===== config.mk =====
export PLATFORM = sky130hd
export DESIGN_NAME = pipeline_skid_stage_flat
export DESIGN_NICKNAME = d
export VERILOG_FILES = /design/src/rtl/pipeline_skid_stage_if.sv /design/src/rtl/pipeline_skid_stage.sv /design/src/flat_wrapper.sv
export SDC_FILE = /design/constraint.sdc
export NUM_CORES = 1
export LEC_CHECK = 0
export ABC_AREA = 1
export BUFFER_PORTS_ARGS = -buffer_cell sky130_fd_sc_hd__buf_2
export CAP_MARGIN = 0
export CORE_AREA = 2 2 159 161
export CTS_CLUSTER_DIAMETER = 80
export DETAILED_ROUTE_END_ITERATION = 10
export DIE_AREA = 0 0 161 163
export GPL_TIMING_DRIVEN = 1
export PLACE_DENSITY = 0.85
export SYNTH_ARGS = -nofsm -noshare
export SYNTH_HDL_FRONTEND = slang
export SYNTH_SLANG_ARGS = --single-unit

===== constraint.sdc =====
create_clock -name clk -period 2 [get_ports clk]
set_input_delay 0.4 -clock clk [delete_from_list [all_inputs] [get_ports clk]]
set_output_delay 0.4 -clock clk [all_outputs]
set_load 0.01 [all_outputs]

===== src/rtl/pipeline_skid_stage_if.sv =====
// Valid/ready channel bundle for one elastic pipeline stage: upstream offer,
// downstream accept, squash control and the occupancy status.
`timescale 1ns/1ps
interface pipeline_skid_stage_if #(
  parameter int DATA_WIDTH = 128,
  parameter int TAG_WIDTH  = 3
);
  logic                  flush;
  logic                  in_valid;
  logic                  in_ready;
  logic [DATA_WIDTH-1:0] in_data;
  logic [TAG_WIDTH-1:0]  in_tag;
  logic                  out_valid;
  logic                  out_ready;
  logic [DATA_WIDTH-1:0] out_data;
  logic [TAG_WIDTH-1:0]  out_tag;
  logic [1:0]            occupancy;

  // Environment side: offers entries, accepts results, issues flushes.
  modport master (
    output flush, in_valid, in_data, in_tag, out_ready,
    input  in_ready, out_valid, out_data, out_tag, occupancy
  );

  // Stage side.
  modport slave (
    input  flush, in_valid, in_data, in_tag, out_ready,
    output in_ready, out_valid, out_data, out_tag, occupancy
  );
endinterface


===== src/rtl/pipeline_skid_stage.sv =====
// Elastic inter-stage register: a main entry that drives the outputs plus a
// skid entry that absorbs the one extra beat arriving while in_ready is still
// high from the previous cycle. in_ready is derived only from registers, so
// backpressure moves back one stage per cycle with no combinational ready path.
`timescale 1ns/1ps
module pipeline_skid_stage #(
  parameter int DATA_WIDTH  = 128,
  parameter int TAG_WIDTH   = 3,
  parameter int BUBBLE_ZERO = 1
) (
  input  logic                  clk,
  input  logic                  rst,
  pipeline_skid_stage_if.slave  bus
);

  // {s_valid, m_valid}; 2'b10 is unreachable and recovers to EMPTY.
  typedef enum logic [1:0] {
    EMPTY = 2'b00,
    ONE   = 2'b01,
    FULL  = 2'b11
  } state_t;

  localparam bit BZ = (BUBBLE_ZERO != 0);

  state_t                state_q, state_d;
  logic                  rst_q;
  logic [DATA_WIDTH-1:0] m_data_q, m_data_d;
  logic [DATA_WIDTH-1:0] s_data_q, s_data_d;
  logic [TAG_WIDTH-1:0]  m_tag_q, m_tag_d;
  logic [TAG_WIDTH-1:0]  s_tag_q, s_tag_d;
  logic                  m_valid, s_valid;
  logic                  in_ready;
  logic                  in_fire, out_fire;

  assign m_valid  = state_q[0];
  assign s_valid  = state_q[1];
  assign in_ready = !s_valid && !rst_q;
  assign in_fire  = bus.in_valid && in_ready;
  assign out_fire = m_valid && bus.out_ready;

  assign bus.in_ready  = in_ready;
  assign bus.out_valid = m_valid;
  assign bus.out_data  = m_data_q;
  assign bus.out_tag   = m_tag_q;
  assign bus.occupancy = {1'b0, m_valid} + {1'b0, s_valid};

  // Next-state and entry-movement logic; flush empties everything, dropping a
  // simultaneous incoming entry (a simultaneous out_fire has already been seen).
  always_comb begin
    state_d  = state_q;
    m_data_d = m_data_q;
    m_tag_d  = m_tag_q;
    s_data_d = s_data_q;
    s_tag_d  = s_tag_q;
    if (bus.flush) begin
      state_d = EMPTY;
      if (BZ) begin
        m_data_d = '0;
        m_tag_d  = '0;
        s_data_d = '0;
        s_tag_d  = '0;
      end
    end else begin
      case (state_q)
        EMPTY: begin
          if (in_fire) begin
            state_d  = ONE;
            m_data_d = bus.in_data;
            m_tag_d  = bus.in_tag;
          end
        end
        ONE: begin
          if (in_fire && out_fire) begin
            m_data_d = bus.in_data;
            m_tag_d  = bus.in_tag;
          end else if (in_fire) begin
            state_d  = FULL;
            s_data_d = bus.in_data;
            s_tag_d  = bus.in_tag;
          end else if (out_fire) begin
            state_d = EMPTY;
            if (BZ) begin
              m_data_d = '0;
              m_tag_d  = '0;
            end
          end
        end
        FULL: begin
          if (out_fire) begin
            state_d  = ONE;
            m_data_d = s_data_q;
            m_tag_d  = s_tag_q;
            if (BZ) begin
              s_data_d = '0;
              s_tag_d  = '0;
            end
          end
        end
        default: begin
          state_d  = EMPTY;
          m_data_d = '0;
          m_tag_d  = '0;
          s_data_d = '0;
          s_tag_d  = '0;
        end
      endcase
    end
  end

  // State and entry registers; reset wins over flush and any handshake.
  always_ff @(posedge clk) begin
    rst_q <= rst;
    if (rst) begin
      state_q  <= EMPTY;
      m_data_q <= '0;
      m_tag_q  <= '0;
      s_data_q <= '0;
      s_tag_q  <= '0;
    end else begin
      state_q  <= state_d;
      m_data_q <= m_data_d;
      m_tag_q  <= m_tag_d;
      s_data_q <= s_data_d;
      s_tag_q  <= s_tag_d;
    end
  end

endmodule


===== src/flat_wrapper.sv =====
// flat-port wrapper written by rule: the top's interface ports become plain ports
module pipeline_skid_stage_flat 
#(
  parameter int DATA_WIDTH  = 128,
  parameter int TAG_WIDTH   = 3,
  parameter int BUBBLE_ZERO = 1
)
  (clk, rst, bus_flush, bus_in_valid, bus_in_data, bus_in_tag, bus_out_ready, bus_in_ready, bus_out_valid, bus_out_data, bus_out_tag, bus_occupancy);
  pipeline_skid_stage_if #(.DATA_WIDTH(DATA_WIDTH), .TAG_WIDTH(TAG_WIDTH)) bus_i ();
  input  logic clk;
  input  logic rst;
  input wire logic [$bits(bus_i.flush)-1:0] bus_flush;
  input wire logic [$bits(bus_i.in_valid)-1:0] bus_in_valid;
  input wire logic [$bits(bus_i.in_data)-1:0] bus_in_data;
  input wire logic [$bits(bus_i.in_tag)-1:0] bus_in_tag;
  input wire logic [$bits(bus_i.out_ready)-1:0] bus_out_ready;
  output wire logic [$bits(bus_i.in_ready)-1:0] bus_in_ready;
  output wire logic [$bits(bus_i.out_valid)-1:0] bus_out_valid;
  output wire logic [$bits(bus_i.out_data)-1:0] bus_out_data;
  output wire logic [$bits(bus_i.out_tag)-1:0] bus_out_tag;
  output wire logic [$bits(bus_i.occupancy)-1:0] bus_occupancy;
  assign bus_i.flush = bus_flush;
  assign bus_i.in_valid = bus_in_valid;
  assign bus_i.in_data = bus_in_data;
  assign bus_i.in_tag = bus_in_tag;
  assign bus_i.out_ready = bus_out_ready;
  assign bus_in_ready = bus_i.in_ready;
  assign bus_out_valid = bus_i.out_valid;
  assign bus_out_data = bus_i.out_data;
  assign bus_out_tag = bus_i.out_tag;
  assign bus_occupancy = bus_i.occupancy;
  pipeline_skid_stage #(.DATA_WIDTH(DATA_WIDTH), .TAG_WIDTH(TAG_WIDTH), .BUBBLE_ZERO(BUBBLE_ZERO)) u_core (.clk(clk), .rst(rst), .bus(bus_i));
endmodule

# Yosys cells after proc, flatten, opt, wreduce, memory -nomap -nowiden

Cells that the tools add are included.

Logic and storage cells: 50
Output and inout bits: 135
Input port bits: 136
Flip-flop bits (word level): 265

Equal/unequal tests: 9
Reductions and logical operators: 11
Muxes and demuxes: 22
Bitwise gates (word level): 1
Add/subtract/negate cells: 1

Operators by type and width:

| kind               | count |
|---|---|
| $mux 128           | 6 |
| $pmux 128 s3       | 2 |
| $mux 3             | 6 |
| $pmux 3 s3         | 2 |
| $reduce_and 4->1   | 3 |
| $mux 2             | 5 |
| $ne 2x1->1 const B | 3 |
| $ne 3x1->1 const B | 2 |
| $pmux 2 s3         | 1 |
| $logic_and 1x1->1  | 4 |
| $ne 3x3->1 const B | 1 |
| $add 1x1->2        | 1 |
| $eq 2x1->1 const B | 1 |
| $eq 2x2->1 const B | 1 |
| $logic_not 1->1    | 2 |
| $logic_not 2->1    | 1 |
| $ne 2x2->1 const B | 1 |
| $reduce_or 2->1    | 1 |
| $not 1->1          | 1 |

# Logic depth before layout (Yosys ltp)

Word-level depth: 6
Depth in mapped cells: 11
Depth with buffers taken out: 8

# Worst setup path before layout

Ideal clock, no wire load.

Kind: reg2reg
Start point: register u_core.state_q[0]
End point: register u_core.s_data_q[38]
Path slack: 0.287 ns
Data arrival time: 1.597 ns
Stages on the path, launching flop included: 10
Data required time: 1.884 ns
Setup time: 0.116 ns
Path buffers: 3
Period minus slack after synthesis: 1.713 ns
Cells stage by stage: dfxtp_1 inv_1 ha_1 buf_2 a21oi_1 nand2_2 buf_2 buf_2 o21ai_0 nor2_1

Cells in the longest elaborated chain, start to end: 4
Elaborated cells on any way between the ends: 11
Those cells by class: eq/ne: 5; mux: 1; bitwise: 1; reduce/logical: 4

Ends and longest elaborated chain:

| what                       | line                       | RTL |
|---|---|---|
| start: declaration         | pipeline_skid_stage.sv:25  | `state_t state_q, state_d;` |
| start signal: assignment   | pipeline_skid_stage.sv:120 | `state_q <= state_d;` |
| $logic_and 1x1->1          | pipeline_skid_stage.sv:39  | `assign out_fire = m_valid && bus.out_ready;` |
| $logic_and 1x1->1          | pipeline_skid_stage.sv:73  | `if (in_fire && out_fire) begin` |
| $ne 2x2->1 (no line)       | --                         |  |
| $reduce_and 4->1 (no line) | --                         |  |
| end signal: assignment     | pipeline_skid_stage.sv:123 | `s_data_q <= s_data_d;` |
| end: declaration           | pipeline_skid_stage.sv:28  | `logic [DATA_WIDTH-1:0] s_data_q, s_data_d;` |

Parallel ways exist; a longest one is shown, timed or not.
A chain may end at the register's enable or synchronous reset.

# Worst setup path after layout

Start point: register u_core.state_q[0]
End point: register u_core.s_data_q[33]

Same word-level chain as after synthesis.

==> impl_metrics.yaml <==
die:
  fp.coreArea_um2: 24700
  die_w_um: 161
  start_util_pct: 55.2
  die_y_um: 163
  io-pin-count: 271
  rows: 58
  die-area_um2: 26200
cells_and_area:
  fin_util_pct: 65.9
  syn_to_final_growth_pct: 19.3
  fin_area_um2: 16300
  fin_cells: 2886
  nets: 2669
  drive_above_1_share_pct: 14.1
timing:
  fin_skew_ps: 6.50
  min_period_over_period_pct: 97.3
  rsz0062_at_grt: "false"
  setup_slack_ps: 54.8
  finalHoldViolations: 0
  tightest_slew_ps: 520
  setup_viol: 0
  max-slew-margin-rel_pct: 65.4
  fmax_ghz: 0.514
  min_period_ps: 1950
  drv_slew: 0
synth:
  synthArstFlopShare_pct: 0
  synth_cell_type_count: 20
  synth-edff-count: 0
  synthTopCellsByCount: "nand2_1, inv_1, nor2_1"
  syn-num-nets: 2480
  synthCells: 2340
  synth_top_area_cell: "dfxtp_1"
  yosysMostFrequentCell: "nand2_1"
  yosys_warnings: 0
  yosysTopAreaCellShare_pct: 39.0
  synth.avg_cell_area_um2: 5.82
  synth.area.top_cells: "dfxtp_1, nand2_1, inv_1"
  yosysSeqAreaShare_pct: 39.0
  synth-main-ff-cell: "dfxtp_1"
  synth_seq_cells: 265
  synth_area_um2: 13600
clock_tree:
  clockBufferDepth: 3
  cts_sinks: 265
  numCtsBuffers: 28
  ctsHoldBuffers: 0
  htreeDepth: 1
  clk_pin_slew_ps: 60
  cts_root_buf: "clkbuf_16"
  cts_tree: "yes"
  cts_setup_buffers: 0
  clk_latency_ps: 540
place:
  io_buffers: 270
  place_ws_ps: -3.95
  placedCellCount: 2829
  hpwl_mm: 23.9
  dpl-instance-area_um2: 15300
  gp_congestion: 0.838
setup_path:
  cp_slowest_cell: "dfxtp_2"
  crit_type: "reg -> reg"
  crit_path_max_fanout: 98
  cp-end-kind: "register"
  path_delay_family: "compound AO/OA/AOI/OAI gates"
  cp.required_ps: 2420
  path_cells: "nand2_1, a21oi_1, nand2_8, buf_12, o21ai_0, nor2_1"
  worstPathArrival_ps: 2370
  path_buf_inv: 1
  startpoint_type: "register"
  slowest_delay_ps: 420
routing:
  drc: 0
  wirelength_mm: 38.6
  drt_first_iter_violations: 1206
  num_vias: 14532
  firstDrtPassIters: 5
  routedWlPerCell_um: 13.4
  ant_nets: 0
  vias_per_cell: 5.04
power_and_ir_drop:
  p_leak_nw: 9.12
  powerDensity_nw_per_um2: 838
  p_total_mw: 13.6
  max-vdd-ir-drop_mv: 0.642
flow_run:
  max_cap_violations: 0
global_routing:
  grt_overflow: 0
  grt_pass1_wl_mm: 62.2
  grt_pass1_vias: 13338
  track_usage_pct: 28.1
  antenna_found_initial: 7
  grt_max_degree: 107
worst_hold_path:
  hold_class: "in -> reg"
status:
  status: "completed"
==> layout by cell type (no fill, tap or decap) <==
master	Yosys	layout
a21oi_1	132	132
nand3_1	4	4
nor2_1	270	269
buf_2	50	270
o21ai_1	1	1
nand2_8	0	1
o21ai_0	132	132
buf_4	16	10
clkbuf_16	0	29
diode_2	0	5
clkinv_2	0	4
bufinv_16	0	1
nand4_1	1	1
nand2_2	2	1
nand2_1	1057	1057
inv_4	0	1
clkbuf_1	66	7
inv_1	324	324
dfxtp_1	265	263
buf_6	0	1
nor2_4	2	4
nand3_4	0	1
inv_2	1	1
dfxtp_2	0	2
ha_1	4	1
ha_4	0	3
buf_12	0	20
clkinvlp_4	0	1
clkbuf_8	0	10
==> layer usage <==
layer  global-route usage [%]  vias to the layer above  wire (um)
li1                         -                     7254          -
met1                     36.2                     6558      16100
met5                        0                        -         30
met2                     48.3                      637      17900
met4                     9.42                        4        975
met3                     4.63                       79       3480
==> sequential cells by signal, indices dropped and copies added (netlist names) <==
signal / flops
u_core.bus.out_data: 128
u_core.rst_q: 1
u_core.s_tag_q: 3
u_core.s_data_q: 128
u_core.bus.out_tag: 3
u_core.state_q: 2
==> where the power goes <==
part	switching (mW)	internal [mW]
Clock	2.15	3.15
Sequential	0.123	5.53
Combinational	1.76	0.910
Total	4.03	9.58
==> worst register-to-register path: cells and delay by family, from the launching register on <==
family          cells  cell delay (ps)
compound gates      2              770
simple gates        3              430
flops               1              420
buf+inv             1              220
==> path summary, 6_finish.rpt <==
check	from	to	slack, ps	cells after the start
worst max register to register	u_core.state_q[0]	u_core.s_data_q[33]	50	6
worst max-delay path	u_core.state_q[0]	u_core.s_data_q[33]	50	6
worst min register to register	u_core.bus.out_data[103]	u_core.bus.out_data[103]	460	2
worst min-delay path	rst	u_core.rst_q	20	1
==> cells by family (layout without fill, tap and decap cells) <==
family	Yosys count	in the layout	synth area share (%)
flops	265	265	39.0
buf+inv	468	679	13.8
other cells	0	5	0
simple gates	1338	1338	37.1
compound gates	265	265	9.74
fa+ha+maj	4	4	0.367
==> what timing repair did <==
item                                    CTS  global route
endpoints found under the setup margin    2            49
pin swaps                                 0             0
resized for setup                         2             1
==> stage by stage <==
| stage | hold WS (ps) | TNS, ps |
|---|---|---|
| floorplan | 428 | 0 |
| global placement | 449 | 0 |
| detailed placement | 454 | -4.37 |
| CTS | 7.02 | 0 |
| global route | 15.3 | 0 |
| finish | 21.7 | 0 |
==> layout make-up <==
| type | instances | area (um2) |
|---|---|---|
| Clock buffer | 46 | 890 |
| Multi-Input combinational cell | 1607 | 6510 |
| Fill cell | 2212 | 8420 |
| Antenna cell | 5 | 12.5 |
| Tap cell | 330 | 413 |
| Inverter | 326 | 1230 |
| Clock inverter | 6 | 57.6 |
| Sequential cell | 265 | 5310 |
| Timing Repair Buffer | 301 | 1840 |
(Power assumes the default switching activity.)
